<file path="config.mk">
export PLATFORM = sky130hd
export DESIGN_NAME = nap_controller_flat
export DESIGN_NICKNAME = d
export VERILOG_FILES = /design/src/rtl/nap_controller_if.sv /design/src/rtl/nap_controller.sv /design/src/flat_wrapper.sv
export SDC_FILE = /design/constraint.sdc
export NUM_CORES = 1
export LEC_CHECK = 0
export CAP_MARGIN = 20
export CORE_AREA = 2 2 69 97
export DETAILED_ROUTE_END_ITERATION = 8
export DIE_AREA = 0 0 71 99
export PLACE_DENSITY = 0.83
export SLEW_MARGIN = 20
export SYNTH_ARGS = -nofsm -noshare
export SYNTH_HDL_FRONTEND = slang
export SYNTH_SLANG_ARGS = --single-unit
</file>
<file path="constraint.sdc">
create_clock -name clock -period 4.5 [get_ports clock]
set_input_delay 1.125 -clock clock [delete_from_list [all_inputs] [get_ports clock]]
set_output_delay 1.125 -clock clock [all_outputs]
set_load 0.01 [all_outputs]
</file>
<file path="src/rtl/nap_controller_if.sv">
// Button, status and time-digit bundle between the button front-end, nap_controller and
// time_register. The controller takes the slave side; whoever produces the buttons takes master.
interface nap_controller_if;
    logic       btn_mode;
    logic       btn_up;
    logic       btn_start;
    logic       btn_stop;
    logic       btn_snooze;
    logic       complete;

    logic [3:0] setHour10;
    logic [3:0] setHour1;
    logic [3:0] setMinute10;
    logic [3:0] setMinute1;
    logic [3:0] setSecond10;
    logic [3:0] setSecond1;
    logic       write;
    logic       start;
    logic       alarm;
    logic [2:0] cursor;
    logic [2:0] state;

    modport master (
        output btn_mode,
        output btn_up,
        output btn_start,
        output btn_stop,
        output btn_snooze,
        output complete,
        input  setHour10,
        input  setHour1,
        input  setMinute10,
        input  setMinute1,
        input  setSecond10,
        input  setSecond1,
        input  write,
        input  start,
        input  alarm,
        input  cursor,
        input  state
    );

    modport slave (
        input  btn_mode,
        input  btn_up,
        input  btn_start,
        input  btn_stop,
        input  btn_snooze,
        input  complete,
        output setHour10,
        output setHour1,
        output setMinute10,
        output setMinute1,
        output setSecond10,
        output setSecond1,
        output write,
        output start,
        output alarm,
        output cursor,
        output state
    );
endinterface

</file>
<file path="src/rtl/nap_controller.sv">
// Nap timer sequencer: digit editing, load/run/pause of time_register, timed alarm.
// Snooze (and its saved-digit registers) is built only when NAP_SNOOZE_EN is defined.
module nap_controller #(
    parameter int unsigned TICKS_PER_SEC = 50000000,
    parameter int unsigned ALARM_SEC     = 30,
    parameter int unsigned SNOOZE_MIN    = 5
) (
    input logic             clock,
    input logic             reset,
    nap_controller_if.slave bus
);

    localparam int unsigned TickW = (TICKS_PER_SEC > 1) ? $clog2(TICKS_PER_SEC) : 1;
    localparam int unsigned SecW  = (ALARM_SEC > 1) ? $clog2(ALARM_SEC) : 1;

    localparam logic [TickW-1:0] TickLast = TickW'(TICKS_PER_SEC - 1);
    localparam logic [SecW-1:0]  SecLast  = SecW'(ALARM_SEC - 1);
    localparam logic [3:0]       SnzMin10 = 4'(SNOOZE_MIN / 10);
    localparam logic [3:0]       SnzMin1  = 4'(SNOOZE_MIN % 10);
    localparam logic [2:0]       CurLast  = 3'd5;

    // Index 0 is Hour10, index 5 is Second1; limits allow up to 99:59:59.
    localparam logic [5:0][3:0] DigitMax = {4'd9, 4'd5, 4'd9, 4'd5, 4'd9, 4'd9};

    typedef enum logic [2:0] {
        StIdle  = 3'd0,
        StSet   = 3'd1,
        StLoad  = 3'd2,
        StRun   = 3'd3,
        StPause = 3'd4,
        StAlarm = 3'd5
`ifdef NAP_SNOOZE_EN
        ,
        StSnooze = 3'd6
`endif
    } state_e;

    state_e           state_q, state_d;
    logic [2:0]       cursor_q, cursor_d;
    logic [5:0][3:0]  digit_q, digit_d;
    logic             write_q, write_d;
    logic             start_q, start_d;
    logic             alarm_q, alarm_d;
    logic [TickW-1:0] tick_q, tick_d;
    logic [SecW-1:0]  sec_q, sec_d;

    logic             digits_nz;
    logic             alarm_done;
    logic             go_idle;

`ifdef NAP_SNOOZE_EN
    logic [5:0][3:0]  saved_q, saved_d;
    logic             snoozed_q, snoozed_d;
`else
    logic             unused_snooze;
    assign unused_snooze = ^{bus.btn_snooze, SnzMin10, SnzMin1};
`endif

    assign digits_nz  = |digit_q;
    assign alarm_done = (tick_q == TickLast) && (sec_q == SecLast);

    always_comb begin
        state_d  = state_q;
        cursor_d = cursor_q;
        digit_d  = digit_q;
        tick_d   = tick_q;
        sec_d    = sec_q;
        go_idle  = 1'b0;
`ifdef NAP_SNOOZE_EN
        saved_d   = saved_q;
        snoozed_d = snoozed_q;
`endif

        // Stop outranks every other button, so it is handled ahead of the per-state decode.
        if (bus.btn_stop) begin
            go_idle = 1'b1;
        end else begin
            case (state_q)
                StIdle: begin
                    if (bus.btn_start) begin
                        if (digits_nz) state_d = StLoad;
                    end else if (bus.btn_mode) begin
                        state_d  = StSet;
                        cursor_d = '0;
                    end
                end
                StSet: begin
                    if (bus.btn_start) begin
                        if (digits_nz) state_d = StLoad;
                    end else if (bus.btn_mode) begin
                        cursor_d = (cursor_q == CurLast) ? 3'd0 : cursor_q + 3'd1;
                    end else if (bus.btn_up) begin
                        digit_d[cursor_q] = (digit_q[cursor_q] >= DigitMax[cursor_q]) ?
                                            4'd0 : digit_q[cursor_q] + 4'd1;
                    end
                end
                StLoad: begin
                    state_d = StRun;
                end
                StRun: begin
                    if (bus.btn_start) begin
                        state_d = StPause;
                    end else if (bus.complete) begin
                        state_d = StAlarm;
                    end
                end
                StPause: begin
                    if (bus.btn_start) state_d = StRun;
                end
                StAlarm: begin
`ifdef NAP_SNOOZE_EN
                    if (bus.btn_snooze) begin
                        state_d = StSnooze;
                        digit_d = {4'd0, 4'd0, SnzMin1, SnzMin10, 4'd0, 4'd0};
                        // Keep the user's original digits across repeated snoozes.
                        if (!snoozed_q) saved_d = digit_q;
                        snoozed_d = 1'b1;
                    end else
`endif
                    if (alarm_done) begin
                        go_idle = 1'b1;
                    end else if (tick_q == TickLast) begin
                        tick_d = '0;
                        sec_d  = sec_q + SecW'(1);
                    end else begin
                        tick_d = tick_q + TickW'(1);
                    end
                end
`ifdef NAP_SNOOZE_EN
                StSnooze: begin
                    state_d = StLoad;
                end
`endif
                default: begin
                    state_d = StIdle;
                end
            endcase
        end

        if (go_idle) begin
            state_d  = StIdle;
            cursor_d = '0;
`ifdef NAP_SNOOZE_EN
            if (snoozed_q) digit_d = saved_q;
            snoozed_d = 1'b0;
`endif
        end

        // Counters idle at zero so every alarm entry starts a fresh timing window.
        if (state_d != StAlarm) begin
            tick_d = '0;
            sec_d  = '0;
        end

        write_d = (state_d == StLoad);
        start_d = (state_d == StRun);
        alarm_d = (state_d == StAlarm);
    end

    always_ff @(posedge clock or negedge reset) begin
        if (!reset) begin
            state_q  <= StIdle;
            cursor_q <= '0;
            digit_q  <= '0;
            write_q  <= 1'b0;
            start_q  <= 1'b0;
            alarm_q  <= 1'b0;
            tick_q   <= '0;
            sec_q    <= '0;
        end else begin
            state_q  <= state_d;
            cursor_q <= cursor_d;
            digit_q  <= digit_d;
            write_q  <= write_d;
            start_q  <= start_d;
            alarm_q  <= alarm_d;
            tick_q   <= tick_d;
            sec_q    <= sec_d;
        end
    end

`ifdef NAP_SNOOZE_EN
    always_ff @(posedge clock or negedge reset) begin
        if (!reset) begin
            saved_q   <= '0;
            snoozed_q <= 1'b0;
        end else begin
            saved_q   <= saved_d;
            snoozed_q <= snoozed_d;
        end
    end
`endif

    assign bus.setHour10   = digit_q[0];
    assign bus.setHour1    = digit_q[1];
    assign bus.setMinute10 = digit_q[2];
    assign bus.setMinute1  = digit_q[3];
    assign bus.setSecond10 = digit_q[4];
    assign bus.setSecond1  = digit_q[5];
    assign bus.write       = write_q;
    assign bus.start       = start_q;
    assign bus.alarm       = alarm_q;
    assign bus.cursor      = cursor_q;
    assign bus.state       = state_q;

endmodule
</file>
<file path="src/flat_wrapper.sv">
// flat-port wrapper written by rule: the top's interface ports become plain ports
module nap_controller_flat 
#(
    parameter int unsigned TICKS_PER_SEC = 50000000,
    parameter int unsigned ALARM_SEC     = 30,
    parameter int unsigned SNOOZE_MIN    = 5
)
  (clock, reset, bus_btn_mode, bus_btn_up, bus_btn_start, bus_btn_stop, bus_btn_snooze, bus_complete, bus_setHour10, bus_setHour1, bus_setMinute10, bus_setMinute1, bus_setSecond10, bus_setSecond1, bus_write, bus_start, bus_alarm, bus_cursor, bus_state);
  nap_controller_if bus_i ();
  input logic clock;
  input logic reset;
  input wire logic [$bits(bus_i.btn_mode)-1:0] bus_btn_mode;
  input wire logic [$bits(bus_i.btn_up)-1:0] bus_btn_up;
  input wire logic [$bits(bus_i.btn_start)-1:0] bus_btn_start;
  input wire logic [$bits(bus_i.btn_stop)-1:0] bus_btn_stop;
  input wire logic [$bits(bus_i.btn_snooze)-1:0] bus_btn_snooze;
  input wire logic [$bits(bus_i.complete)-1:0] bus_complete;
  output wire logic [$bits(bus_i.setHour10)-1:0] bus_setHour10;
  output wire logic [$bits(bus_i.setHour1)-1:0] bus_setHour1;
  output wire logic [$bits(bus_i.setMinute10)-1:0] bus_setMinute10;
  output wire logic [$bits(bus_i.setMinute1)-1:0] bus_setMinute1;
  output wire logic [$bits(bus_i.setSecond10)-1:0] bus_setSecond10;
  output wire logic [$bits(bus_i.setSecond1)-1:0] bus_setSecond1;
  output wire logic [$bits(bus_i.write)-1:0] bus_write;
  output wire logic [$bits(bus_i.start)-1:0] bus_start;
  output wire logic [$bits(bus_i.alarm)-1:0] bus_alarm;
  output wire logic [$bits(bus_i.cursor)-1:0] bus_cursor;
  output wire logic [$bits(bus_i.state)-1:0] bus_state;
  assign bus_i.btn_mode = bus_btn_mode;
  assign bus_i.btn_up = bus_btn_up;
  assign bus_i.btn_start = bus_btn_start;
  assign bus_i.btn_stop = bus_btn_stop;
  assign bus_i.btn_snooze = bus_btn_snooze;
  assign bus_i.complete = bus_complete;
  assign bus_setHour10 = bus_i.setHour10;
  assign bus_setHour1 = bus_i.setHour1;
  assign bus_setMinute10 = bus_i.setMinute10;
  assign bus_setMinute1 = bus_i.setMinute1;
  assign bus_setSecond10 = bus_i.setSecond10;
  assign bus_setSecond1 = bus_i.setSecond1;
  assign bus_write = bus_i.write;
  assign bus_start = bus_i.start;
  assign bus_alarm = bus_i.alarm;
  assign bus_cursor = bus_i.cursor;
  assign bus_state = bus_i.state;
  nap_controller #(.TICKS_PER_SEC(TICKS_PER_SEC), .ALARM_SEC(ALARM_SEC), .SNOOZE_MIN(SNOOZE_MIN)) u_core (.clock(clock), .reset(reset), .bus(bus_i));
endmodule
</file>
==> results_tabular.tex, run 1 <==
\begin{tabular}{lr}
\hline
Metric & Value \\
\hline
\multicolumn{2}{l}{\textbf{Clock tree}} \\
\quad Buffers inserted by post-CTS timing repair & 0 \\
\quad CTS tree & yes \\
\quad Quantity of hold-fixing buffers added after cts & 0 \\
\quad CTS max path bufs & 2 \\
\quad H-tree depth reported by CTS & 3 \\
\quad Number of cells upsized or downsized after cts & 0 \\
\quad Clock slew seen by the registers of the worst setup and hold paths & 0.07 ns \\
\quad Clock sink count & 64 \\
\quad Clock latency reported for the late side of the worst-skew pair & 0.34 ns \\
\quad Inserted Clock Buffers & 9 \\
\quad Clock Root Buffer & clkbuf\_8 \\
\multicolumn{2}{l}{\textbf{Layout}} \\
\quad Final non-filler cell total & 480 \\
\quad Final std cell area, no fill & 4190 um\^{}2 \\
\quad Final antenna diode count & 0 \\
\quad Synth-to-layout area growth & 17.9\% \\
\quad Number of nets in the layout & 419 \\
\quad Share of layout cells above drive strength 1 & 12.7\% \\
\quad Final cell utilization of the core & 67.9\% \\
\multicolumn{2}{l}{\textbf{Floorplanning}} \\
\quad Height of the chip & 99 um \\
\quad Effective utilization at floorplan & 57.6\% \\
\quad Die width & 71 um \\
\quad Area inside the core boundary & 6170 um\^{}2 \\
\quad I/O pin total & 41 \\
\quad Overall die area & 7030 um\^{}2 \\
\quad Row Count & 34 \\
\multicolumn{2}{l}{\textbf{Timing}} \\
\quad Slew at the pin closest to its max-slew limit & 0.882 ns \\
\quad RSZ-0062 raised after global routing & false \\
\quad Maximum clock skew at final layout & 0.00829 ns \\
\quad Max Fclk & 0.308 GHz \\
\quad Fin crit share & 72.1\% \\
\quad Number of hold-slack violations in the final timing report & 0 \\
\quad Total Neg Setup Slack & 0 ns \\
\quad Slew headroom & 41.2\% \\
\quad Fin crit period & 3.24 ns \\
\quad Number of setup violations in the final report & 0 \\
\quad Total count of max-transition violations in the final report & 0 \\
\multicolumn{2}{l}{\textbf{Setup path}} \\
\quad Startpoint type of the worst setup path & flop \\
\quad Highest cell delay on the worst timing path & 0.71 ns \\
\quad Origin of the critical flop-to-flop path & u\_core.bus.cursor[0]\$\_DFFE\_PN0P\_ \\
\quad CP Cell Sequence & mux4\_2, nand2\_1, o21ai\_0, ha\_1, nand2b\_1, a21o\_1, a21oi\_1, nand2\_1, mux2i\_1, mux2\_2 \\
\quad Worst path most repeated cell & nand2\_1 \\
\quad Crit path buffers/inverters & 0 \\
\quad Critical Path RT & 4.78 ns \\
\quad Max Fanout on Critical Path & 12 \\
\quad Critical Path Slowest Stage Cell & dfrtp\_1 \\
\quad CP startpoint & u\_core.bus.cursor[0]\$\_DFFE\_PN0P\_ \\
\quad Cell type group with the largest total delay on the critical path & multiplexers \\
\quad Kind of capture point of the worst setup path & flop \\
\quad Type of the setup path with the least slack & flop to flop \\
\quad Data arrival time at the worst-slack endpoint & 3.52 ns \\
\multicolumn{2}{l}{\textbf{Routing}} \\
\quad Initial DRT Pass Iterations & 4 \\
\quad Via count & 2942 \\
\quad Post-route DRC violation count & 0 \\
\quad Detailed-route vias per instance & 6.13 \\
\quad Remaining antenna violation count after routing & 0 \\
\quad Post-Route WL & 7.71 mm \\
\quad DR iter-0 viols & 192 \\
\quad Post-DR wirelength/cell & 16.1 um \\
\multicolumn{2}{l}{\textbf{Logic synthesis}} \\
\quad Total of flip-flops plus latches after synthesis & 64 \\
\quad Avg Inst Size Synth & 9.79 um\^{}2 \\
\quad Yosys warning total & 0 \\
\quad Ys flop type & dfrtp\_1 \\
\quad Synth unique cells & 50 \\
\quad Number of enable flip-flop cells after synthesis & 0 \\
\quad Post-synthesis cell area & 3550 um\^{}2 \\
\quad Combinational family with the most area after synthesis & simple AND/OR/NAND/NOR gates \\
\quad Compound-Gate Fraction of Synth Area & 12.0\% \\
\quad Yosys top cell area share & 45.1\% \\
\quad Post-synthesis mux area share & 11.9\% \\
\quad Top area cells in the synthesized netlist & dfrtp\_1, mux2\_2, o21ai\_0 \\
\quad Cell types with the highest counts after synthesis & dfrtp\_1, o21ai\_0, nor2\_1 \\
\quad Post-Synth Adder-Cell Area & 2.82\% \\
\quad Simple-gate share of the synthesized area & 23.8\% \\
\quad Fraction of synthesis flops using an asynchronous set or reset pin & 100\% \\
\quad Post-synth net total & 379 \\
\quad Most frequent cell after synthesis & dfrtp\_1 \\
\quad Most area-hungry cell type in the Yosys netlist & dfrtp\_1 \\
\quad Xor/xnor cell area share of the yosys netlist & 1.48\% \\
\quad Sequential-to-total area share from yosys stat & 45.1\% \\
\quad Cells after synthesis & 363 \\
\multicolumn{2}{l}{\textbf{Pwr}} \\
\quad Power Internal & 977 uW \\
\quad Worst IR Drop VDD & 227 uV \\
\quad Leakage & 1.72 nW \\
\quad Power Dens Cells & 324 nW/um\^{}2 \\
\quad Switching power as a share of total power & 27.9\% \\
\quad Relative contribution of combinational cells to total power & 18.1\% \\
\quad Register share of total power & 45.9\% \\
\quad Net switching power & 378 uW \\
\quad Clock network fraction of total power & 36.1\% \\
\multicolumn{2}{l}{\textbf{Place}} \\
\quad Final HPWL DP & 5.60 mm \\
\quad Final weighted congestion in routability-driven placement & 0.872 \\
\quad Placed cell count & 464 \\
\quad Buffers added on ports & 39 \\
\quad Area post-placement & 3990 um\^{}2 \\
\multicolumn{2}{l}{\textbf{GRT}} \\
\quad Total overflow reported by the global router & 0 \\
\quad Number of global-route vias before repair & 2880 \\
\quad Antenna violations before repair & 0 \\
\quad Total global routing track utilization & 24.1\% \\
\quad Largest net degree at the start of global routing & 40 \\
\quad Global-route wire length before repair & 13.4 mm \\
\multicolumn{2}{l}{\textbf{Job}} \\
\quad Max-cap violation count & 0 \\
\multicolumn{2}{l}{\textbf{Worst hold path}} \\
\quad Class of the most critical hold timing path & flop to flop \\
\quad Hold Path Origin & u\_core.sec\_q[4]\$\_DFFE\_PN0P\_ \\
\multicolumn{2}{l}{\textbf{Run status}} \\
\quad Outcome & completed \\
\hline
\end{tabular}
worst reg2reg max path, stage by stage, from the launching register on:
cell	delay, ns
dfrtp_1	0.71
mux4_2	0.59
nand2_1	0.08
o21ai_0	0.20
ha_1	0.25
nand2b_1	0.14
a21o_1	0.17
a21oi_1	0.28
nand2_1	0.09
mux2i_1	0.43
mux2_2	0.25
kinds of logic after synthesis:
kind of cell | count (synthesis)
buf+inv | 26
simple gates | 152
flops | 64
xor+xnor | 6
fa+ha+maj | 8
mux | 34
compound gates | 73
flip-flops by register name, indices dropped and copies added, names as in the netlist, 3 cells and up:
signal / cells
u_core.bus.setHour10: 4
u_core.tick_q: 26
u_core.bus.setSecond10: 4
u_core.bus.setHour1: 4
u_core.bus.setMinute10: 4
u_core.sec_q: 5
u_core.bus.setSecond1: 4
u_core.bus.cursor: 3
u_core.bus.setMinute1: 4
u_core.bus.state: 3
worst paths after layout:
check,slack (ns),cells after the start,to
max,1.26,10,u_core.bus.setMinute1[3]$_DFFE_PN0P_
min,0.55,2,u_core.sec_q[4]$_DFFE_PN0P_
max reg2reg,1.26,10,u_core.bus.setMinute1[3]$_DFFE_PN0P_
min reg2reg,0.55,2,u_core.sec_q[4]$_DFFE_PN0P_
max in group asynchronous,2.73,2,u_core.bus.cursor[0]$_DFFE_PN0P_
min in group asynchronous,0.90,1,u_core.bus.setMinute10[0]$_DFFE_PN0P_
final cells by class:
cell class	instances	area, um^2
Fill cell	482	1980
Multi-Input combinational cell	273	1850
Sequential cell	64	1600
Timing Repair Buffer	41	400
Clock buffer	11	141
Tap cell	72	90.1
Clock inverter	5	56.3
Inverter	14	52.6
power groups by stage:
stage	clock network (mW)	logic (mW)	registers (mW)
after floorplan	0	0.156	0.626
after global placement	0	0.237	0.633
after detailed placement	0	0.245	0.634
after CTS	0.502	0.246	0.623
after global routing	0.529	0.273	0.625
final	0.489	0.245	0.622
metal layers:
layer | part of all wire [%] | global-route usage, % | vias to the layer above
met5 | 0 | 0 | -
met4 | 2.9 | 10.9 | 0
met2 | 53 | 41.6 | 75
met1 | 40 | 28.0 | 1434
met3 | 4.0 | 6.13 | 16
li1 | - | - | 1417
placed cells by master, fill, tap and decap left out, types with 8 or more instances in the layout:
cell,count
clkbuf_8,10
or3_1,17
dfrtp_1,64
nand4_1,10
mux2_2,25
o21ai_0,30
a21oi_1,22
ha_1,8
clkdlybuf4s50_1,38
nand3_1,16
nor2_1,28
nand2_1,26
inv_1,14
metrics by stage:
stage	setup WS [ns]	hold WS (ns)	power (mW)
finish	1.26	0.549	1.36
global route	1.03	0.577	1.43
CTS	1.23	0.551	1.37
detailed placement	0.946	0.532	0.879
global placement	0.979	0.518	0.870
floorplan	1.75	0.497	0.781
No activity file was read; power rests on OpenSTA's default activity.
==> run 2, diff against run 1 <==
--- a/config.mk
+++ b/config.mk
@@ -6,10 +6,10 @@
 export NUM_CORES = 1
 export LEC_CHECK = 0
 export CAP_MARGIN = 20
-export CORE_AREA = 2 2 69 97
+export CORE_AREA = 2 2 71 100
 export DETAILED_ROUTE_END_ITERATION = 8
-export DIE_AREA = 0 0 71 99
-export PLACE_DENSITY = 0.83
+export DIE_AREA = 0 0 73 102
+export PLACE_DENSITY = 0.79
 export SLEW_MARGIN = 20
 export SYNTH_ARGS = -nofsm -noshare
 export SYNTH_HDL_FRONTEND = slang
==> constraint.sdc (replaced) <==
create_clock -name clock -period 3.25 [get_ports clock]
set_input_delay 0.8125 -clock clock [delete_from_list [all_inputs] [get_ports clock]]
set_output_delay 0.8125 -clock clock [all_outputs]
set_load 0.01 [all_outputs]
==> results_tabular.tex, run 2 (same netlist as run 1, synthesis figures left out) <==
\begin{tabular}{lr}
\hline
Metric & Value \\
\hline
\multicolumn{2}{l}{\textbf{Run status}} \\
\quad Outcome & completed \\
\multicolumn{2}{l}{\textbf{Routing}} \\
\quad DR iter-0 viols & 124 (-35\%) \\
\quad Post-Route WL & 8.31 mm (+7.8\%) \\
\quad Routed metal-1 wirelength & 3.28 mm (+5.7\%) \\
\quad Post-route DRC violation count & 0 (unchanged) \\
\quad Met2 routed WL & 4.45 mm (+9.2\%) \\
\quad Initial DRT Pass Iterations & 4 (unchanged) \\
\quad Uppermost metal layer occupied by signal nets & met4 \\
\quad Met3 wire len & 309 um (unchanged) \\
\quad Remaining antenna violation count after routing & 0 (unchanged) \\
\quad Detailed-route vias per instance & 6.11 (-0.31\%) \\
\quad Via count & 2988 (+1.6\%) \\
\quad Post-DR wirelength/cell & 17.0 um (+5.8\%) \\
\multicolumn{2}{l}{\textbf{Layout}} \\
\quad Number of flip-flops under the largest register name & 26 (unchanged) \\
\quad Multi-input combinational cell area & 1850 um\^{}2 (+0.20\%) \\
\quad Number of nets in the layout & 427 (+1.9\%) \\
\quad Number of inserted filler cells in the final layout & 562 (+17\%) \\
\quad Area of all sequential standard cells & 1600 um\^{}2 (about the same) \\
\quad Share of layout cells above drive strength 1 & 14.7\% (+2.0 points) \\
\quad Final antenna diode count & 0 (unchanged) \\
\quad Largest registers & u\_core.tick\_q (26), u\_core.sec\_q (5) \\
\quad Final std cell area, no fill & 4280 um\^{}2 (+2.2\%) \\
\quad Most common cell after layout, fill and taps aside & dfrtp\_1 \\
\quad Synth-to-layout area growth & 20.4\% \\
\quad Highest-count cells in the layout ignoring fill and taps & dfrtp\_1, clkdlybuf4s50\_1, o21ai\_0 \\
\quad Final cell utilization of the core & 65.6\% (-2.3 points) \\
\quad Largest Register & u\_core.tick\_q \\
\multicolumn{2}{l}{\textbf{Clock tree}} \\
\quad Clock latency reported for the late side of the worst-skew pair & 0.33 ns (about the same) \\
\quad Clock Root Buffer & clkbuf\_8 \\
\quad Inserted Clock Buffers & 9 (unchanged) \\
\quad H-tree depth reported by CTS & 3 (unchanged) \\
\quad Clock sink count & 64 (unchanged) \\
\quad CTS tree & yes \\
\quad Clock slew seen by the registers of the worst setup and hold paths & 0.07 ns (about the same) \\
\quad CTS max path bufs & 2 (unchanged) \\
\multicolumn{2}{l}{\textbf{Setup path}} \\
\quad Kind of capture point of the worst setup path & flop \\
\quad CP startpoint & u\_core.bus.cursor[0]\$\_DFFE\_PN0P\_ \\
\quad Startpoint type of the worst setup path & flop \\
\quad Max Fanout on Critical Path & 10 (-2) \\
\quad Data arrival time at the worst-slack endpoint & 3.23 ns (-0.29 ns) \\
\quad Origin of the critical flop-to-flop path & u\_core.bus.cursor[0]\$\_DFFE\_PN0P\_ \\
\quad Type of the setup path with the least slack & flop to flop \\
\quad R2r setup slk & 0.29 ns (-0.97 ns) \\
\quad Critical Path RT & 3.52 ns (-1.26 ns) \\
\multicolumn{2}{l}{\textbf{Pwr}} \\
\quad Total Power Consumption & 1.97 mW (+46\%) \\
\quad Clock network fraction of total power & 38.6\% (+2.5 points) \\
\quad Switching power as a share of total power & 26.5\% (-1.4 points) \\
\quad Net switching power & 523 uW (+38\%) \\
\quad Power Dens Cells & 462 nW/um\^{}2 (+43\%) \\
\quad Power Internal & 1.45 mW (+49\%) \\
\quad Leakage & 1.77 nW (+2.8\%) \\
\quad Register share of total power & 43.8\% (-2.1 points) \\
\quad Worst IR Drop VDD & 376 uV (+66\%) \\
\quad Relative contribution of combinational cells to total power & 17.7\% (-0.4 points) \\
\multicolumn{2}{l}{\textbf{Timing}} \\
\quad RSZ-0062 raised after global routing & false \\
\quad Total count of max-transition violations in the final report & 0 (unchanged) \\
\quad Number of hold-slack violations in the final timing report & 0 (unchanged) \\
\quad Slew headroom & 39.0\% (-2.2 points) \\
\quad Fin crit share & 91.1\% (+19 points) \\
\quad Slew at the pin closest to its max-slew limit & 0.914 ns (+0.0324 ns) \\
\quad Maximum clock skew at final layout & 0.00818 ns (-0.000106 ns) \\
\quad Number of setup violations in the final report & 0 (unchanged) \\
\quad Fin crit period & 2.96 ns (-0.283 ns) \\
\quad Max Fclk & 0.338 GHz (+9.6\%) \\
\quad Total Neg Setup Slack & 0 ns (unchanged) \\
\multicolumn{2}{l}{\textbf{Floorplanning}} \\
\quad I/O pin total & 41 (unchanged) \\
\quad Height of the chip & 102 um (+3.0\%) \\
\quad Overall die area & 7450 um\^{}2 (+5.9\%) \\
\quad Area inside the core boundary & 6530 um\^{}2 (+5.8\%) \\
\quad Row Count & 35 (+2.9\%) \\
\quad Die width & 73 um (+2.8\%) \\
\quad Effective utilization at floorplan & 54.5\% (-3.1 points) \\
\multicolumn{2}{l}{\textbf{Job}} \\
\quad Max-cap violation count & 0 (unchanged) \\
\multicolumn{2}{l}{\textbf{GRT}} \\
\quad Number of global-route vias before repair & 2930 (+1.7\%) \\
\quad Largest net degree at the start of global routing & 44 (+10\%) \\
\quad Total global routing track utilization & 24.4\% (+0.23 points) \\
\quad Antenna violations before repair & 0 (unchanged) \\
\quad Global-route wire length before repair & 13.9 mm (+4.0\%) \\
\quad Total overflow reported by the global router & 0 (unchanged) \\
\multicolumn{2}{l}{\textbf{Place}} \\
\quad Final weighted congestion in routability-driven placement & 0.937 (+7.5\%) \\
\quad Final HPWL DP & 6.12 mm (+9.2\%) \\
\quad Area post-placement & 4050 um\^{}2 (+1.6\%) \\
\quad Buffers added on ports & 39 (unchanged) \\
\multicolumn{2}{l}{\textbf{Worst hold path}} \\
\quad Hold Path Origin & u\_core.tick\_q[6]\$\_DFFE\_PN0P\_ \\
\quad Class of the most critical hold timing path & flop to flop \\
\hline
\end{tabular}
run 2: cell count changes in the layout (fill, tap and decap cells not counted):
cell and change:
buf_4 +8, bufinv_16 +1, clkbuf_8 +1, clkinv_2 -1, clkinv_4 -1, clkinvlp_4 -1, dfrtp_1 -1, dfrtp_2 +1
mux2i_1 -1, mux2i_2 +1
run 2: layer usage:
metal	vias to the layer above	track usage [%]
met4	0	12.0
met1	1463	28.5
li1	1426	-
met2	82	41.9
met5	-	0
met3	17	5.23
run 2: power groups by stage:
stage          logic, mW  registers [mW]  clock network [mW]
2_1_floorplan      0.216           0.866                   0
3_3_place_gp       0.339           0.875                   0
3_5_place_dp       0.349           0.878                   0
4_1_cts            0.351           0.863               0.788
5_1_grt            0.391           0.869               0.822
6_report           0.349           0.864               0.762
run 2: cell type report:
cell class | count | share of cell area (%)
Timing Repair Buffer | 49 | 10.8
Clock inverter | 3 | 1.52
Multi-Input combinational cell | 273 | 43.2
Inverter | 14 | 1.23
Tap cell | 74 | 2.16
Clock buffer | 12 | 3.63
Sequential cell | 64 | 37.5
run 2: worst paths after layout:
path                            cells after the start                               endpoint
worst max-delay path                               10  u_core.bus.setSecond10[3]$_DFFE_PN0P_
worst min-delay path                                2           u_core.tick_q[6]$_DFFE_PN0P_
worst max register to register                     10  u_core.bus.setSecond10[3]$_DFFE_PN0P_
worst min register to register                      2           u_core.tick_q[6]$_DFFE_PN0P_
max in group asynchronous                           2           u_core.tick_q[6]$_DFFE_PN0P_
min in group asynchronous                           1    u_core.bus.setHour10[1]$_DFFE_PN0P_
run 2: stage by stage:
step                hold WS [ns]  cells  setup WS, ns
floorplan                  0.497    363         0.504
global placement           0.527    474         0.202
detailed placement         0.535    474        0.0514
CTS                        0.554    489        0.0294
global route               0.573    489        0.0623
finish                     0.544    489         0.290
run 2: worst max-delay path, cell delays in order, from the launching register on:
cell,delay (ns)
dfrtp_2,0.52
mux4_2,0.53
nand2_1,0.08
o21ai_0,0.21
ha_1,0.26
nand2b_1,0.15
a21o_1,0.18
a21oi_1,0.30
nand2_1,0.11
mux2i_2,0.32
mux2_2,0.22
run 2: repair_timing:
| item | CTS | global route |
|---|---|---|
| setup endpoints to repair | 0 | 7 |
| hold buffers | 0 | 0 |
| resized for setup | 0 | 2 |
| setup buffers | 0 | 0 |
==> run 3, diff against run 2 <==
--- a/config.mk
+++ b/config.mk
@@ -6,10 +6,10 @@
 export NUM_CORES = 1
 export LEC_CHECK = 0
 export CAP_MARGIN = 20
-export CORE_AREA = 2 2 71 100
+export CORE_AREA = 2 2 69 97
 export DETAILED_ROUTE_END_ITERATION = 8
-export DIE_AREA = 0 0 73 102
-export PLACE_DENSITY = 0.79
+export DIE_AREA = 0 0 71 99
+export PLACE_DENSITY = 0.83
 export SLEW_MARGIN = 20
 export SYNTH_ARGS = -nofsm -noshare
 export SYNTH_HDL_FRONTEND = slang
==> constraint.sdc (replaced) <==
create_clock -name clock -period 3.49 [get_ports clock]
set_input_delay 0.8725 -clock clock [delete_from_list [all_inputs] [get_ports clock]]
set_output_delay 0.8725 -clock clock [all_outputs]
set_load 0.01 [all_outputs]
==> results_tabular.tex, run 3 (same netlist as run 1, synthesis figures left out) <==
\begin{tabular}{lr}
\hline
Metric & Value \\
\hline
\multicolumn{2}{l}{\textbf{Run status}} \\
\quad Outcome & completed \\
\multicolumn{2}{l}{\textbf{Floorplanning}} \\
\quad Die width & 71 um (-2.7\%) \\
\quad Overall die area & 7030 um\^{}2 (-5.6\%) \\
\quad Height of the chip & 99 um (-2.9\%) \\
\quad Area inside the core boundary & 6170 um\^{}2 (-5.5\%) \\
\quad Row Count & 34 (-2.9\%) \\
\quad Effective utilization at floorplan & 57.6\% (+3.1 points) \\
\quad I/O pin total & 41 (unchanged) \\
\multicolumn{2}{l}{\textbf{Clock tree}} \\
\quad Inserted Clock Buffers & 9 (unchanged) \\
\quad H-tree depth reported by CTS & 3 (unchanged) \\
\quad Number of cells upsized or downsized after cts & 0 (unchanged) \\
\quad CTS max path bufs & 2 (unchanged) \\
\quad Clock Root Buffer & clkbuf\_8 \\
\quad CTS tree & yes \\
\quad Clock slew seen by the registers of the worst setup and hold paths & 0.07 ns (about the same) \\
\quad Clock latency reported for the late side of the worst-skew pair & 0.34 ns (about the same) \\
\quad Quantity of hold-fixing buffers added after cts & 0 (unchanged) \\
\quad Buffers inserted by post-CTS timing repair & 0 (unchanged) \\
\quad Clock sink count & 64 (unchanged) \\
\multicolumn{2}{l}{\textbf{Layout}} \\
\quad Number of nets in the layout & 425 (-0.47\%) \\
\quad Largest registers & u\_core.tick\_q (26), u\_core.sec\_q (5) \\
\quad Share of layout cells above drive strength 1 & 14.0\% (-0.66 points) \\
\quad Number of inserted filler cells in the final layout & 501 (-11\%) \\
\quad Largest Register & u\_core.tick\_q \\
\quad Final antenna diode count & 0 (unchanged) \\
\quad Number of flip-flops under the largest register name & 26 (unchanged) \\
\quad Synth-to-layout area growth & 19.1\% \\
\quad Highest-count cells in the layout ignoring fill and taps & dfrtp\_1, clkdlybuf4s50\_1, o21ai\_0 \\
\quad Most common cell after layout, fill and taps aside & dfrtp\_1 \\
\multicolumn{2}{l}{\textbf{Timing}} \\
\quad Number of setup violations in the final report & 0 (unchanged) \\
\quad RSZ-0062 raised after global routing & false \\
\quad Fin crit share & 88.7\% (-2.4 points) \\
\quad Slew headroom & 39.4\% (+0.33 points) \\
\quad Max Fclk & 0.323 GHz (-4.3\%) \\
\quad Slew at the pin closest to its max-slew limit & 0.909 ns (-0.00499 ns) \\
\quad Number of hold-slack violations in the final timing report & 0 (unchanged) \\
\quad Maximum clock skew at final layout & 0.00998 ns (+0.00180 ns) \\
\quad Total Neg Setup Slack & 0 ns (unchanged) \\
\quad Fin crit period & 3.09 ns (+0.134 ns) \\
\quad Worst hold slack & 0.557 ns (+0.0130 ns) \\
\quad Total count of max-transition violations in the final report & 0 (unchanged) \\
\multicolumn{2}{l}{\textbf{Routing}} \\
\quad DR iter-0 viols & 186 (+50\%) \\
\quad Post-Route WL & 8.00 mm (-3.7\%) \\
\quad Detailed-route vias per instance & 6.12 (+0.12\%) \\
\quad Via count & 2967 (-0.70\%) \\
\quad Post-DR wirelength/cell & 16.5 um (-2.9\%) \\
\quad Post-route DRC violation count & 0 (unchanged) \\
\quad Initial DRT Pass Iterations & 5 (+1) \\
\quad Remaining antenna violation count after routing & 0 (unchanged) \\
\multicolumn{2}{l}{\textbf{Setup path}} \\
\quad Max Fanout on Critical Path & 8 (-2) \\
\quad Type of the setup path with the least slack & flop to flop \\
\quad Critical Path Slowest Stage Cell & dfrtp\_1 \\
\quad Critical Path RT & 3.77 ns (+0.25 ns) \\
\quad Worst path most repeated cell & nand2\_1 \\
\quad Highest cell delay on the worst timing path & 0.59 ns (+0.06 ns) \\
\quad Data arrival time at the worst-slack endpoint & 3.37 ns (+0.14 ns) \\
\quad Kind of capture point of the worst setup path & flop \\
\quad CP Cell Sequence & mux4\_2, nand2\_1, o21ai\_0, ha\_1, nand2b\_1, a21o\_1, a21oi\_1, nand2\_1, mux2i\_1, mux2\_2 \\
\quad Startpoint type of the worst setup path & flop \\
\multicolumn{2}{l}{\textbf{GRT}} \\
\quad Global-route wire length before repair & 13.9 mm (unchanged) \\
\quad Total overflow reported by the global router & 0 (unchanged) \\
\quad Number of global-route vias before repair & 2967 (+1.3\%) \\
\quad Total global routing track utilization & 25.2\% (+0.84 points) \\
\quad Largest net degree at the start of global routing & 43 (-2.3\%) \\
\quad Antenna violations before repair & 0 (unchanged) \\
\multicolumn{2}{l}{\textbf{Pwr}} \\
\quad Clock network fraction of total power & 35.8\% (-2.8 points) \\
\quad Leakage & 1.75 nW (-1.4\%) \\
\quad Register share of total power & 45.8\% (+2.0 points) \\
\quad Power Internal & 1.26 mW (-13\%) \\
\quad Relative contribution of combinational cells to total power & 18.4\% (+0.7 points) \\
\quad Net switching power & 490 uW (-6.3\%) \\
\quad Switching power as a share of total power & 28.0\% (+1.5 points) \\
\quad Power Dens Cells & 413 nW/um\^{}2 (-10\%) \\
\quad Worst IR Drop VDD & 268 uV (-29\%) \\
\multicolumn{2}{l}{\textbf{Place}} \\
\quad Final HPWL DP & 5.88 mm (-3.8\%) \\
\quad Buffers added on ports & 39 (unchanged) \\
\quad Final weighted congestion in routability-driven placement & 0.891 (-4.8\%) \\
\multicolumn{2}{l}{\textbf{Worst hold path}} \\
\quad Class of the most critical hold timing path & flop to flop \\
\multicolumn{2}{l}{\textbf{Job}} \\
\quad Max-cap violation count & 0 (unchanged) \\
\hline
\end{tabular}
-- run 3: cell count changes in the layout (fill, tap and decap cells not counted), sizes merged --
cell	before	now
clkbuf	12	10
bufinv	2	1
buf	11	9
clkinvlp	0	3
-- run 3: per-layer routing --
metal  track usage [%]  share of wire (%)  vias up
met4              15.4                4.3        0
met1              29.9                 40     1440
met2              42.1                 52       82
li1                  -                  -     1422
met3              4.50                3.9       23
met5                 0                  0        -
-- run 3: area by class of cell --
| cell class | count | area (um^2) | area share [%] |
|---|---|---|---|
| sequential | 64 | 1600 | 37.8 |
| inverter | 14 | 52.6 | 1.24 |
| multi-input combinational | 273 | 1850 | 43.6 |
| clock inverter | 5 | 57.6 | 1.36 |
| timing repair buffer | 47 | 445 | 10.5 |
| clock buffer | 10 | 138 | 3.25 |
| tap | 72 | 90.1 | 2.13 |
-- run 3: worst paths after layout --
path / from / to / slack [ns] / cells past startpoint
max: u_core.bus.cursor[0]$_DFFE_PN0P_ / u_core.bus.setHour1[3]$_DFFE_PN0P_ / 0.40 / 10
min: u_core.tick_q[6]$_DFFE_PN0P_ / u_core.tick_q[6]$_DFFE_PN0P_ / 0.56 / 2
max reg2reg: u_core.bus.cursor[0]$_DFFE_PN0P_ / u_core.bus.setHour1[3]$_DFFE_PN0P_ / 0.40 / 10
min reg2reg: u_core.tick_q[6]$_DFFE_PN0P_ / u_core.tick_q[6]$_DFFE_PN0P_ / 0.56 / 2
max in group asynchronous: reset / u_core.tick_q[13]$_DFFE_PN0P_ / 2.11 / 2
min in group asynchronous: reset / u_core.bus.setMinute10[1]$_DFFE_PN0P_ / 0.66 / 1
-- run 3: power groups by stage --
stage	Combinational [mW]	Clock [mW]	Sequential, mW
after floorplan	0.201	0	0.807
after global placement	0.308	0	0.813
after detailed placement	0.321	0	0.815
after CTS	0.323	0.645	0.801
after global routing	0.361	0.670	0.807
final	0.321	0.626	0.801
-- run 3: stage by stage --
stage | instance area (um^2) | instances | power [mW] | setup slack [ns] | utilization [%]
finish | 4230 | 485 | 1.75 | 0.395 | 68.6
CTS | 4230 | 485 | 1.77 | 0.389 | 68.6
floorplan | 3550 | 363 | 1.01 | 0.744 | -
detailed placement | 4040 | 470 | 1.14 | 0.416 | 65.4
global placement | 4040 | 470 | 1.12 | 0.450 | 65.4
global route | 4230 | 485 | 1.84 | 0.158 | 68.6
-- run 3: critical path: cells and delay by family (launching register included) --
family,cells,cell delay (ns)
muxes,3,1.15
DFF,1,0.59
AOI/OAI and AO/OA,3,0.69
and+or+nand+nor,3,0.32
adders and majority gates,1,0.27
==> RTL edit: new RTL, settings of run 1 <==
`TICKS_PER_SEC` is set to 50000000 in 2 places; all go to 100000000.
--- a/src/rtl/nap_controller.sv
+++ b/src/rtl/nap_controller.sv
@@ -3,3 +3,3 @@
 module nap_controller #(
-    parameter int unsigned TICKS_PER_SEC = 50000000,
+    parameter int unsigned TICKS_PER_SEC = 100000000,
     parameter int unsigned ALARM_SEC     = 30,
--- a/src/flat_wrapper.sv
+++ b/src/flat_wrapper.sv
@@ -3,3 +3,3 @@
 #(
-    parameter int unsigned TICKS_PER_SEC = 50000000,
+    parameter int unsigned TICKS_PER_SEC = 100000000,
     parameter int unsigned ALARM_SEC     = 30,
Formal check against the unedited RTL: no difference found for any inputs over 4 cycles, from zero or initial values and one cycle with reset low; that may be too few to reach the edited logic, so the function may still have changed.
==> RTL edit against run 1 <==
Clock power rose by 11%; design area rose by 3.3%; cell count rose by 5.6%; clock skew rose by 0.0029 ns; synthesized area rose by 4.0%; routed wire length rose by 11%; power rose by 7.9%; count of clock-buffer cells in the layout fell by 2; sequential cell count rose by 1; setup slack got worse by 0.37 ns; critical endpoint is now u_core.tick_q[12].
==> RTL edit: results (changes against run 1) <==
global_routing:
  grtUsageMet2_pct: 48.8  # was 41.6%
  grt_max_degree: 43  # was 40
  antenna_found_initial: 0  # unchanged
  grt_pass1_vias: 3147  # was 2,880
  grt_util_met3_pct: 3.89  # was 6.13%
  grt_pass1_wl_um: 14500  # was 13,400 um
  grt_usage_pct: 25.9  # was 24.1%
  met1_usage_pct: 28.5  # was 28.0%
layout:
  antenna_cells: 0  # unchanged
  fin_nets: 446  # was 419
  register_area_um2: 1630  # was 1600 um2
  drive_gt1_share_pct: 13.3  # was 12.7%
  reg.largest.list: "u_core.tick_q x27, u_core.sec_q x5"  # was u_core.tick_q x26, u_core.sec_q x5
  fillers: 467  # was 482
power_and_ir_drop:
  cellLeakagePower_nw: 1.81  # was 1.72 nW
  ir_worst_vdd_uv: 260  # was 227 uV
worst_hold_path:
  hold_class: "reg -> reg"  # unchanged
  hold_depth: 2  # unchanged
routing:
  drt-vias-per-instance: 6.26  # was 6.13
  wl_um: 8540  # was 7710 um
  drtIter0Drc: 214  # was 192
  first_pass_iters: 5  # was 4
worst_setup_path:
  crit_end: "u_core.tick_q[12]"  # was u_core.bus.setMinute1[3]
  cp.arrival_ns: 3.87  # was 3.52 ns
  r2r-end: "u_core.tick_q[13]"  # was u_core.bus.setMinute1[3]
  r2r_slack_ns: 1.11  # was 1.26 ns
  ff2ff_path_depth: 8  # was 10
  crit_fanout: 29  # was 12
  worstReg2RegStart: "u_core.tick_q[0]"  # was u_core.bus.cursor[0]
  startpoint: "bus_btn_start"  # was u_core.bus.cursor[0]
sta:
  finClkSkew_ns: 0.0112  # was 0.00829 ns
  tightest_slew_ns: 1.07  # was 0.882 ns
  finalCritPeriodShare_pct: 80.2  # was 72.1%
flow_run:
  maxCapViolations: 0  # unchanged
status:
  status: "complete, no violations"  # unchanged
clocking:
  cts_resized: 0  # unchanged
  clk_latency_ns: 0.33
  clkTransAtPathRegs_ns: 0.08
  numCtsBuffers: 9  # unchanged
  cts_setup_buffers: 0  # unchanged
  cts_root_buf: "clkbuf_8"  # unchanged
placed_design:
  placed_area_um2: 4110  # was 3990 um2
  dp_slack_ns: 0.560  # was 0.946 ns
  hpwl_um: 6110  # was 5600 um
  place.gp.congestion: 0.917  # was 0.872
  io_buffers: 39  # unchanged
logic_synthesis:
  ys_types: 48  # was 50
  synth_area_leaders: "dfrtp_1 (44%), mux2_2 (8.5%), nor2_1 (6.3%)"  # was dfrtp_1 (45%), mux2_2 (7.9%), o21ai_0 (4.2%)
  ys_top_cells_by_count: "dfrtp_1 (65), nor2_1 (62), nand2_1 (30)"  # was dfrtp_1 (64), o21ai_0 (30), nor2_1 (28)
  yosys_warnings: 0  # unchanged
  seq_area_frac_synth_pct: 44.0  # was 45.1%
  syn-num-nets: 405  # was 379
  ys.flop_type: "dfrtp_1"  # unchanged
-- RTL edit: changes by cell type after synthesis, moves of 4 or more --
cell / before / now
a21oi_1: 22 / 15
nor2_1: 28 / 62
nand2_1: 26 / 30
a22oi_1: 4 / 12
clkbuf_1: 8 / 3
nor4_1: 5 / 11
or3_1: 17 / 5
xnor2_1: 1 / 7
and2_1: 6 / 1
nor2b_1: 7 / 3
nor3_1: 6 / 13
o21ai_0: 30 / 13
buf_6: 0 / 4
-- RTL edit: cells by family after synthesis --
logic type / Yosys count / synth area share, %
flops: 65 / 44.0
mux: 37 / 11.3
simple gates: 176 / 23.8
compound gates: 66 / 12.0
fa+ha+maj: 8 / 2.71
buf+inv: 27 / 3.89
xor+xnor: 10 / 2.37
-- RTL edit: per-stage QoR --
step | instances | hold WS (ns) | total power (W)
after floorplan | 389 | 0.520 | 0.000823
after global placement | 491 | 0.502 | 0.000916
after detailed placement | 491 | 0.531 | 0.000930
after CTS | 507 | 0.549 | 0.00147
after global routing | 507 | 0.593 | 0.00153
final | 507 | 0.552 | 0.00146
-- RTL edit: per-layer routing --
metal / vias to the layer above / routed length (um)
met1: 1554 / 3280
met5: - / 0
met2: 103 / 4680
met4: 0 / 213
li1: 1496 / -
met3: 19 / 366
-- RTL edit: final cells by class --
type / count / area share (%)
clock buffer: 9 / 2.86
clock inverter: 7 / 2.20
inverter: 14 / 1.21
multi-input combinational: 297 / 44.5
sequential: 65 / 37.6
tap: 72 / 2.08
timing repair buffer: 43 / 9.60
-- RTL edit: worst min-delay path by stage --
stage                             startpoint                        to  slack (ns)
floorplan                    u_core.sec_q[4]           u_core.sec_q[4]        0.52
global placement     u_core.bus.setHour10[3]   u_core.bus.setHour10[3]        0.50
detailed placement  u_core.bus.setMinute1[3]  u_core.bus.setMinute1[3]        0.53
CTS                 u_core.bus.setMinute1[3]  u_core.bus.setMinute1[3]        0.55
global route        u_core.bus.setMinute1[3]  u_core.bus.setMinute1[3]        0.59
finish              u_core.bus.setMinute1[3]  u_core.bus.setMinute1[3]        0.55
-- RTL edit: critical path, stage by stage --
cell and delay [ns]:
clkdlybuf4s50_1 0.51, or4b_4 0.61, a21oi_1 0.14, a311o_2 0.13, a31oi_1 0.06, or3_1 0.84, buf_4 0.33, nor2_1 0.10
-- RTL edit: power by group --
part / internal [W] / switching [W] / leakage, nW / total (W)
clock network: 0.000312 / 0.000230 / 0.109 / 0.000542
logic: 0.000127 / 0.000152 / 0.794 / 0.000279
registers: 0.000606 / 0.0000354 / 0.904 / 0.000641
total: 0.00104 / 0.000418 / 1.81 / 0.00146
